--- src/rtl/passage_pkg.sv ---
// passage_pkg: state encoding, default parameters and helpers for the passage scheduler
package passage_pkg;
  typedef enum logic [2:0] {S_IDLE, S_OPENING, S_OPEN, S_STEP, S_CLOSING} state_e;
  localparam int OPEN_LAT_DEF = 2;
  localparam int CLOSE_LAT_DEF = 2;
  localparam int TMO_DEF = 16;
  localparam int NZONE_DEF = 10;
  localparam logic [1:0] GNT_NONE = 2'b00;
  function automatic int max3(input int a, input int b, input int c);
    int m;
    m = (a > b) ? a : b;
    return (m > c) ? m : c;
  endfunction
endpackage

--- src/rtl/rr_arb2.sv ---
// rr_arb2: two-agent round-robin arbiter holding its grant until advanced
module rr_arb2
  import passage_pkg::*;
(
  input  logic       clk,
  input  logic       rst_n,
  input  logic [1:0] req,
  input  logic       advance,
  output logic [1:0] gnt
);
  logic [1:0] gnt_q, gnt_d;
  logic       pri_q, pri_d;
  // grant only when free; advance releases the grant and favours the other agent next
  always_comb begin
    pri_d = advance ? gnt_q[0] : pri_q;
    gnt_d = advance ? GNT_NONE : (gnt_q != GNT_NONE) ? gnt_q : (req == 2'b11) ? (pri_q ? 2'b10 : 2'b01) : req;
  end
  // grant and priority registers
  always_ff @(posedge clk) begin
    if (!rst_n) begin
      gnt_q <= GNT_NONE;
      pri_q <= 1'b0;
    end else begin
      gnt_q <= gnt_d;
      pri_q <= pri_d;
    end
  end
  assign gnt = gnt_q;
endmodule

--- src/rtl/passage_scheduler.sv ---
// passage_scheduler: grants a door passage to one of two agents and tracks its walk through the zones
module passage_scheduler
  import passage_pkg::*;
#(
  parameter int OPEN_LAT = OPEN_LAT_DEF,
  parameter int CLOSE_LAT = CLOSE_LAT_DEF,
  parameter int TMO = TMO_DEF,
  parameter int NZONE = NZONE_DEF
) (
  input  logic             clk,
  input  logic             rst_n,
  input  logic [1:0]       req,
  input  logic             iup,
  input  logic             iright,
  output logic [1:0]       gnt,
  output logic             open,
  output logic             doorstep,
  output logic [NZONE-1:0] zone,
  output logic             busy,
  output logic             done,
  output logic             timeout,
  output logic             err
);
  localparam int CW = $clog2(max3(OPEN_LAT, CLOSE_LAT, TMO) + 1);
  localparam logic [NZONE-1:0] Z0 = NZONE'(1);
  state_e           state_q, state_d;
  logic [CW-1:0]    cnt_q, cnt_d;
  logic [NZONE-1:0] zone_q, zone_d;
  logic             done_q, done_d, tmo_q, tmo_d, err_q, err_d;
  logic             advance, held, up, last;
  rr_arb2 u_arb (
    .clk     (clk),
    .rst_n   (rst_n),
    .req     (req),
    .advance (advance),
    .gnt     (gnt)
  );
  // state and datapath registers
  always_ff @(posedge clk) begin
    if (!rst_n) begin
      state_q <= S_IDLE;
      cnt_q   <= '0;
      zone_q  <= Z0;
      done_q  <= 1'b0;
      tmo_q   <= 1'b0;
      err_q   <= 1'b0;
    end else begin
      state_q <= state_d;
      cnt_q   <= cnt_d;
      zone_q  <= zone_d;
      done_q  <= done_d;
      tmo_q   <= tmo_d;
      err_q   <= err_d;
    end
  end
  // next state: withdrawal beats illegal moves, which beat timeout and progress
  always_comb begin
    state_d = state_q;
    zone_d  = zone_q;
    err_d   = err_q;
    done_d  = 1'b0;
    tmo_d   = 1'b0;
    advance = 1'b0;
    up      = 1'b0;
    held    = |(req & gnt);
    last    = cnt_q == CW'(TMO - 1);
    case (state_q)
      S_IDLE: state_d = |req ? S_OPENING : S_IDLE;
      S_OPENING: state_d = !held ? S_CLOSING : (cnt_q == CW'(OPEN_LAT - 1)) ? S_OPEN : S_OPENING;
      S_OPEN: begin
        if (!held) state_d = S_CLOSING;
        else if (iup) begin
          err_d   = 1'b1;
          state_d = S_CLOSING;
        end else if (last) begin
          tmo_d   = 1'b1;
          state_d = S_CLOSING;
        end else if (iright) state_d = S_STEP;
      end
      S_STEP: begin
        if (!held) state_d = S_CLOSING;
        else if (iup) begin
          err_d   = 1'b1;
          state_d = S_CLOSING;
        end else if (iright) begin
          up     = 1'b1;
          zone_d = zone_q << 1;
          if (zone_q[NZONE-2]) begin
            done_d  = 1'b1;
            state_d = S_CLOSING;
          end
        end else begin
          zone_d = zone_q[0] ? zone_q : zone_q >> 1;
          if (last) begin
            tmo_d   = 1'b1;
            state_d = S_CLOSING;
          end
        end
      end
      S_CLOSING: begin
        zone_d = Z0;
        if (cnt_q == CW'(CLOSE_LAT - 1)) begin
          advance = 1'b1;
          state_d = S_IDLE;
        end
      end
      default: state_d = S_IDLE;
    endcase
    cnt_d = (state_q == S_IDLE || up || (state_d != state_q && !(state_q == S_OPEN && state_d == S_STEP))) ? '0
          : (&cnt_q) ? cnt_q : cnt_q + CW'(1);
  end
  // outputs decoded from the current state and registered pulses
  always_comb begin
    open     = state_q == S_OPEN || state_q == S_STEP;
    doorstep = state_q == S_STEP;
    busy     = state_q != S_IDLE;
    zone     = zone_q;
    done     = done_q;
    timeout  = tmo_q;
    err      = err_q;
  end
endmodule

--- config.mk ---
export PLATFORM = sky130hd
export DESIGN_NAME = passage_scheduler
export DESIGN_NICKNAME = d
export VERILOG_FILES = /design/src/rtl/passage_pkg.sv /design/src/rtl/rr_arb2.sv /design/src/rtl/passage_scheduler.sv
export SDC_FILE = /design/constraint.sdc
export NUM_CORES = 1
export LEC_CHECK = 0
export CAP_MARGIN = 20
export CORE_MARGIN = 2
export CORE_UTILIZATION = 62
export CTS_BUF_LIST = sky130_fd_sc_hd__clkbuf_16
export CTS_CLUSTER_SIZE = 12
export DETAILED_ROUTE_END_ITERATION = 12
export DONT_BUFFER_PORTS = 1
export PLACE_DENSITY = 0.78
export RECOVER_POWER = 100
export SLEW_MARGIN = 20
export SYNTH_ARGS = -nofsm -noshare
export SYNTH_HDL_FRONTEND = slang
export SYNTH_SLANG_ARGS = --single-unit
--- constraint.sdc ---
create_clock -name clk -period 5.55 [get_ports clk]
set_input_delay 0.555 -clock clk [delete_from_list [all_inputs] [get_ports clk]]
set_output_delay 0.555 -clock clk [all_outputs]
set_load 0.01 [all_outputs]
======== After elaboration in Yosys (flattened, before gate mapping) ========
Index checks and enable logic that the tools add are counted.
W data, S select, Z words.
word-level totals
  output and inout port bits .............. 18
  register bits after elaboration ......... 24
  input port bits ......................... 6
  word-level logic and storage cells ...... 82
cells by class
  $add $sub $neg .......................... 1
  reductions and logical operators ........ 20
  equality and inequality tests ........... 12
  multiplexer cells ....................... 35
  bitwise logic cells ..................... 5
operator list
  cell                   number
  $mux W10               4
  $mux W3                11
  $pmux W10 S2           1
  $pmux W3 S5            1
  $mux W1                14
  $reduce_or A2 Y1       5
  $eq A3 B2 Y1 const B   3
  $mux W2                3
  $reduce_and A3 Y1      2
  $add A5 B1 Y5 const B  1
  $eq A5 B1 Y1 const B   1
  $eq A5 B4 Y1 const B   1
  $reduce_and A5 Y1      1
  $reduce_or A5 Y1       1
  $not A1 Y1             4
  $reduce_and A4 Y1      1
  $reduce_bool A2 Y1     2
  $eq A3 B1 Y1 const B   1
  $eq A3 B3 Y1 const B   1
  $logic_not A3 Y1       1
  $logic_or A1 B1 Y1     3
  $ne A3 B3 Y1           1
  $ne A3 B3 Y1 const B   1
  $reduce_bool A3 Y1     1
  7 further kinds        8

======== Depth between registers and ports, before layout ========
Gate-level depths: netlist of run 1.
  depth in word-level cells ............... 12
  depth in mapped cells ................... 7
  gate-level depth less buffers ........... 7

======== Modules after synthesis ========
A second synthesis of run 1 with hierarchy kept.
second synthesis, totals
  cell total of the unflattened synthesis .. 144
  area, all modules ....................... 1323.8 µm²
by module, submodules not included
  module             area an instance (µm²)  sequential area each (µm²)  cells an instance  instances
  passage_scheduler  1204.9                  420.4                       131                1
  rr_arb2            118.9                   60.1                        13                 1

======== Worst setup path before layout of run 1 ========
No wires, ideal clock.
  kind .................................... reg2reg
  start point ............................. register cnt_q[0]
  end point ............................... register cnt_q[1]
  stages on the path, launching flop included .. 8
  path slack .............................. 3.663 ns
  data required time ...................... 5.464 ns
  setup time .............................. 0.086 ns
  period minus slack after synthesis ...... 1.887 ns
  arrival time ............................ 1.802 ns
  path buffers ............................ 0
  cell sequence ........................... dfxtp_1 ha_1 and3_1 ha_1 a21boi_2 o41ai_2 o2111ai_2 a211oi_1
between the ends
  longest elaborated chain between the ends .. 12
  elaborated cells between the ends (all ways) .. 22
  those cells by class .................... add/sub (1); eq/ne (4); mux (11); reduce/logical (6)
RTL lines
  element                     RTL line                  RTL
  start, declared             passage_scheduler.sv:27   logic [CW-1:0] cnt_q, cnt_d;
  start signal, assigned      passage_scheduler.sv:49   cnt_q <= cnt_d;
  $eq A5 B4 Y1                passage_scheduler.sv:66   last = cnt_q == CW'(TMO - 1);
  $mux W3                     passage_scheduler.sv:94   if (last) begin
  $mux W3                     passage_scheduler.sv:85   end else if (iright) begin
  $mux W3                     passage_scheduler.sv:82   else if (iup) begin
  $mux W3                     passage_scheduler.sv:81   if (!held) state_d = S_CLOSING;
  $pmux W3 S5                 passage_scheduler.sv:67   case (state_q)
  $eq A3 B2 Y1                passage_scheduler.sv:109  cnt_d = (state_q == S_IDLE || up || (state_d != state_q && !(state_q == S_OPEN && state_d == S_STEP))) ? '0
  $logic_and A1 B1 Y1         passage_scheduler.sv:109
  $logic_not A1 Y1            passage_scheduler.sv:109
  $logic_and A1 B1 Y1         passage_scheduler.sv:109
  $logic_or A1 B1 Y1          passage_scheduler.sv:109
  $reduce_or A2 Y1 (no line)  n/a
Several ways; a longest one is shown, not always the timed one.
A chain may end at the register's enable or synchronous reset.

======== Worst setup path after layout of run 1 ========
Ends and elaborated chain as after synthesis.

==> impl_results.md, run 1 <==
- Status: finished, final reports clean
- Clock Power Share: 40.8%
- Max Used Layer: met4
- Worst Clk Skew: 0.001492 ns
- Number of flops mapped to enable cells by yosys: 0
- Internal power: 0.2915 mW
- Switch share: 24.58%
- Seq/Total Area, Yosys: 35.69%
- Post-Syn Area: 1346 sq um
- HP Start: iup
- Hold WC Path Type: in2reg
- Switch Pwr: 0.09498 mW
- Period minus WS final: 2.231 ns
- Logic pwr share: 10.6%
- P&R area growth vs syn: 3.625%
- Hold Crit Depth: 1
- Die width: 50.60 um
- Hold EP: timeout
- Final #Nets: 155
- Worst path buffer plus inverter count: 0
- Post-Synth XOR/XNOR Area: 1.952%
- Fin. Hold Viols: 0
- GR Overflow Total: 0
- Port Buffers: 0
- Post-synthesis cell count: 148
- Post-route ant nets: 0
- Worst reg2reg path depth: 5
- Resized Gates After CTS: 0
- Clock transition at path regs: 0.06 ns
- Mean Syn Cell Area: 9.097 sq um
- Post-synthesis register bit count: 24
- Critical Path Slowest Stage Cell: nor4b_1
- Pins Over Slew Limit: 0
- Reg power frac: 48.6%
- Post-synthesis net count: 158
- ANT cells: 0
- Pleak: 0.4998 nW
- Initial Util: 67.25%
- Commonest non-fill, non-tap cell in the layout: dfxtp_1
- Max_slew headroom: 23.56%
- Die Footprint: 2560 sq um
- CTS Buf Count: 3
- Reg2reg end: cnt_q[1]
- TritonCTS clock tree: built
- Simple-gate portion of the synthesized area: 26.21%
- Worst Path Class, Setup: reg2reg
- Synth Area in Compound Gates: 21.38%
- Initial antenna violation count: 0
- Clk sinks: 24
- Worst hold margin: 0.3826 ns
- Critical Path Sink Type: flip-flop
- Clock Latency Late Sink: 0.26 ns
- Peak VDD IR: 0.2361 mV
- First-pass GRT wire length: 4485 um
- Longest Clk Path Bufs: 2
- GPL Wtd Cong: 0.8679
- Die H: 50.60 um
- Hold_buf cts: 0
- Worst-path cell chain: ha_1 -> nor4b_1 -> a211oi_2 -> o2111ai_1 -> a211oi_1
- Average vias per placed instance: 6.392
- Total Routing Usage GR: 22.79%
- Initial DRC count: 34
- Fin crit share: 40.20%
- Drt wl/cell: 15.72 um
- Slew at the pin with the worst max-slew slack: 1.131 ns
- Synth warnings: 0
- HPWL after DPL: 1902 um
- Async SR Flop Fraction: 0%
- CTS root buffer: clkbuf_16
- I/O Pins: 24
- Arrival time worst endpoint: 2.36 ns
- Setup crit start kind: flip-flop
- Largest family of logic cells by synthesized area: simple AND/OR/NAND/NOR gates
- CTS H-tree depth: 1
- Final cell count without fillers: 171
- Max Cap Viol: 0
- Setup TNS: 0 ns
- Crit Path Max Fanout: 6
- CP Data Required Time: 5.67 ns
- Ys flop type: dfxtp_1
- Drt drc: 0
- DRT Pass-1 Iters: 4
- Critical R2R Launch: cnt_q[0]
- Reg-to-reg slack, setup: 3.32 ns
- Row cnt: 16
- Yosys cell types: 51
- Via count of the routed design: 1093
- Worst path top cell family by delay: simple AND/OR/NAND/NOR gates
- Fmax: 448.2 MHz
- PwrDens: 277.0 nW/um^2
- Post-CTS setup buffer count: 0
- Mux share of post-synthesis cell area: 5.948%
- Placed Cells: 167
- Vias in the first global route: 987
- Wire length on met3: 161 um
- Adder-cell share of the synthesized area: 3.717%
- M1 wire length: 1233 um
- Leading cell types in the layout, fill and taps excluded: dfxtp_1 (24), nand2_1 (11), nor2_1 (9), nand3_1 (9), mux2i_1 (8)
- Core area: 2002 sq um
- Largest stage delay, worst path: 0.90 ns
- Routed WL: 2688 um
- Layout cells sized above 1: 8.333%
- Wire length on met2: 1255 um
- Endpoints failing setup: 0
- Unrepaired setup endpoints after global routing: no
- Pin count of the biggest net entering global routing: 19
-- registers in the layout (all words and copies together) (netlist names) --
name and count:
state_q 3, u_arb.gnt 2, done 1, cnt_q 5
err 1, u_arb.pri_q 1, zone 10, timeout 1
-- synth_stat cells, types with 2 or more instances --
cell type,count,area share (%)
dfxtp_1,24,36
nand2_1,11,3.1
nand3_1,9,3.3
nor2_1,9,2.5
mux2i_1,8,5.9
o31ai_1,7,3.9
inv_1,6,1.7
nor2b_1,6,2.8
a21oi_1,5,1.9
ha_1,4,3.7
a31oi_1,3,1.4
buf_2,3,1.1
nor3b_1,3,1.7
nor4_1,3,1.4
o21ai_0,3,1.1
a211oi_1,2,1.1
a21boi_0,2,1.1
and3_1,2,0.93
clkbuf_1,2,0.56
nand2b_1,2,0.93
nand3b_1,2,1.1
or2b_1,2,1.1
xor2_1,2,1.3
-- per-layer routing --
metal / vias to the layer above / track usage (%)
met2: 34 / 37.06
li1: 533 / -
met4: 0 / 8.559
met1: 521 / 28.86
met5: - / 0
met3: 5 / 5.952
-- through the flow --
stage                     utilization (%)  power, mW  setup slack, ns  cell area (sq um)
after floorplan                         -     0.2311            3.663               1346
after global placement              66.63     0.2326            3.549               1334
after detailed placement            66.63     0.2335            3.438               1334
after CTS                           70.56     0.3880            3.427               1413
after global routing                69.69     0.3996            3.186               1395
final                               69.69     0.3864            3.319               1395
-- worst reg2reg max path: stages, from the launching register on --
cell and delay, ns:
dfxtp_1 0.39, ha_1 0.17, nor4b_1 0.90, a211oi_2 0.09
o2111ai_1 0.44, a211oi_1 0.10
-- worst max path at each step --
| stage | end | cells past startpoint | slack [ns] | startpoint |
|---|---|---|---|---|
| finish | cnt_q[1] | 5 | 3.32 | cnt_q[0] |
| global route | cnt_q[1] | 5 | 3.19 | cnt_q[0] |
| CTS | cnt_q[1] | 7 | 3.43 | cnt_q[0] |
| detailed placement | cnt_q[1] | 7 | 3.44 | cnt_q[0] |
| global placement | cnt_q[1] | 7 | 3.55 | cnt_q[0] |
| floorplan | cnt_q[1] | 7 | 3.66 | cnt_q[0] |
-- power by group through the flow --
stage                     logic (mW)  clock network, mW  registers [mW]
after detailed placement      0.0420                  0           0.191
after global placement        0.0418                  0           0.191
after floorplan               0.0445                  0           0.187
after global routing          0.0460              0.165           0.189
after CTS                     0.0426              0.158           0.188
final                         0.0411              0.158           0.188
-- cell families (layout without fill, tap and decap cells) --
kind of cell / count (synthesis) / after routing
simple gates: 60 / 60
compound gates: 35 / 35
flops: 24 / 24
buf+inv: 14 / 10
mux: 8 / 8
fa+ha+maj: 4 / 4
xor+xnor: 3 / 3
-- layout make-up --
cell class	count	area (sq um)
clock inverters	1	3.754
well taps	27	33.78
flip-flops and latches	24	480.5
multi-input cells	110	779.5
inverters	6	22.52
clock buffers	3	75.07
fillers	163	606.8
(Power assumes the default switching activity.)
==> run 2: changes to the inputs <==
CORE_ASPECT_RATIO = 1.75   (was default)
CORE_UTILIZATION = 55   (was 62)
PLACE_DENSITY = 0.73   (was 0.78)
clock period = 1.83 ns   (was 5.55 ns; I/O delays follow)
==> run 2 against run 1 <==
Net effect:
- setup slack worse by 3.3 ns
- clock power rose to 3.8 times the previous value
- final area up 11%
- hold slack worse by 0.37 ns
- clock-buffer cell count unchanged
- register-to-register slack worse by 3.3 ns
- combinational power rose to 4.1 times the previous value
- via count up 2.5%
- sequential share of layout area down 3.3 points
- sequential power rose to 3.0 times the previous value
- critical path depth up 3
- first-iteration DRC count up 12%
- largest power group is now clock
==> impl_results.md, run 2 (synthesized netlist as in run 1, its figures left out) <==
- Port Buffers: 0 (unchanged)
- Worst Clk Skew: 0.002292 ns (+0.0008000 ns)
- Unrepaired setup endpoints after global routing: yes
- Critical Path Sink Type: flip-flop
- Vias in the first global route: 1161 (+18%)
- Core area: 2302 sq um (+15%)
- PwrDens: 869.1 nW/um^2 (+210%)
- Total Routing Usage GR: 21.58% (-1.2 points)
- Setup ws final: 0.04646 ns (-3.272 ns)
- Crit Path Max Fanout: 4 (-2)
- Critical R2R Launch: cnt_q[1]
- FILL cells: 186 (+14%)
- HPWL after DPL: 2247 um (+18%)
- I/O Pins: 24 (unchanged)
- Die H: 69.45 um (+37%)
- Max_slew headroom: 62.24% (+39 points)
- Layout cells sized above 1: 20.39% (+12 points)
- Hold Crit Depth: 1 (unchanged)
- DRT Pass-1 Iters: 4 (unchanged)
- Slew at the pin with the worst max-slew slack: 0.5656 ns (-0.5650 ns)
- Peak VDD IR: 0.7031 mV (+200%)
- P&R area growth vs syn: 15.33%
- Pins Over Slew Limit: 0 (unchanged)
- Die width: 41.40 um (-18%)
- Worst Path Class, Setup: reg2reg
- Reg-to-reg slack, setup: 0.05 ns (-3.27 ns)
- Leading cell types in the layout, fill and taps excluded: dfxtp_1 (22), nand2_1 (11), nand3_1 (9), mux2i_1 (8), buf_4 (8)
- Longest Clk Path Bufs: 2 (unchanged)
- CP Data Required Time: 2.02 ns (-3.65 ns)
- Clock Latency Late Sink: 0.25 ns (about the same)
- Average vias per placed instance: 6.328 (-1.0%)
- HP Start: iup
- Max Cap Viol: 0 (unchanged)
- Drt drc: 0 (unchanged)
- Initial DRC count: 38 (+12%)
- Worst hold margin: 0.007846 ns (-0.3747 ns)
- ANT cells: 0 (unchanged)
- Fmax: 560.7 MHz (+25%)
- Endpoints failing setup: 0 (unchanged)
- Hold EP: timeout
- Worst reg2reg path depth: 8 (+3)
- Clk sinks: 24 (unchanged)
- Largest register FFs: 10 (unchanged)
- Row cnt: 23 (+7)
- Initial antenna violation count: 0 (unchanged)
- Final Util: 67.45% (-2.2 points)
- Post-route ant nets: 0 (unchanged)
- Clock transition at path regs: 0.06 ns (about the same)
- Die Footprint: 2875 sq um (+12%)
- Hold WC Path Type: in2reg
- Pre-CTS setup slack: -0.07502 ns (-3.513 ns)
- GPL Wtd Cong: 0.9129 (+5.2%)
- Reg2reg end: cnt_q[0]
- Commonest non-fill, non-tap cell in the layout: dfxtp_1
- First-pass GRT wire length: 4988 um (+11%)
- TritonCTS clock tree: built
- Pleak: 0.5560 nW (+11%)
- CTS root buffer: clkbuf_16
- Fin. Hold Viols: 0 (unchanged)
- Status: finished, final reports clean
- CTS H-tree depth: 1 (unchanged)
- CTS Buf Count: 3 (unchanged)
- Pin count of the biggest net entering global routing: 19 (unchanged)
- Period minus WS final: 1.784 ns (-0.4475 ns)
- Initial Util: 58.48% (-8.8 points)
- Drt wl/cell: 17.00 um (+8.1%)
- Via count of the routed design: 1120 (+2.5%)
- Routed WL: 3009 um (+12%)
- Final #Nets: 163 (+5.2%)
- Setup crit start kind: flip-flop
- Fin crit share: 97.46% (+57 points)
- Arrival time worst endpoint: 1.97 ns (-0.39 ns)
- GR Overflow Total: 0 (unchanged)
run 2: stage by stage:
stage / setup TNS, ns / instance area, sq um / instances / total power, mW
2_1_floorplan: 0 / 1349 / 148 / 0.7008
3_3_place_gp: 0 / 1386 / 172 / 0.7242
3_5_place_dp: -0.1452 / 1386 / 172 / 0.7324
4_1_cts: 0 / 1516 / 177 / 1.349
5_1_grt: -0.04636 / 1553 / 177 / 1.398
6_report: 0 / 1553 / 177 / 1.349
run 2: critical path, cell delays in order, from the launching register on:
cell and delay [ns]:
dfxtp_2 0.34, ha_4 0.15, and3_4 0.19, ha_4 0.16
a21boi_4 0.14, o41ai_2 0.26, o2111ai_2 0.21, buf_4 0.19
nor2_2 0.08
run 2: worst max path at each step:
stage | startpoint | end | slack [ns] | depth (start not counted)
2_1_floorplan | cnt_q[0] | cnt_q[1] | 0.04 | 7
3_3_place_gp | cnt_q[0] | cnt_q[4] | 0.03 | 7
3_5_place_dp | cnt_q[0] | cnt_q[4] | -0.08 | 7
4_1_cts | cnt_q[0] | cnt_q[0] | 0.02 | 8
5_1_grt | cnt_q[1] | cnt_q[0] | -0.03 | 8
6_report | cnt_q[1] | cnt_q[0] | 0.05 | 8
run 2: power by group:
group          total, mW  switching, mW  internal (mW)
combinational      0.169         0.0880         0.0807
clock              0.608          0.174          0.434
sequential         0.573         0.0349          0.538
total               1.35          0.297           1.05
run 2: layout make-up:
type	count	area [sq um]	share of cell area (%)
clock buffer	3	75.07	4.835
tap	25	31.28	2.015
multi-input combinational	110	850.8	54.79
inverter	6	22.52	1.450
sequential	24	483.0	31.10
timing repair buffer	8	60.06	3.868
clock inverter	1	30.03	1.934
run 2: metal layers:
layer / track usage (%) / up-vias / wire, um
li1: - / 551 / -
met1: 19.80 / 523 / 1066
met2: 42.01 / 36 / 1710
met3: 3.385 / 10 / 130
met4: 12.19 / 0 / 102
met5: 0 / - / 0
run 2: what timing repair did:
| item | CTS | global route |
|---|---|---|
| hold buffers | 0 | 0 |
| hold endpoints to repair | 0 | 0 |
| buffers inserted | 1 | 0 |
| pin swaps | 3 | 0 |
| setup endpoints to repair | 6 | 6 |
| resized for setup | 5 | 6 |
| cloned | 0 | 0 |
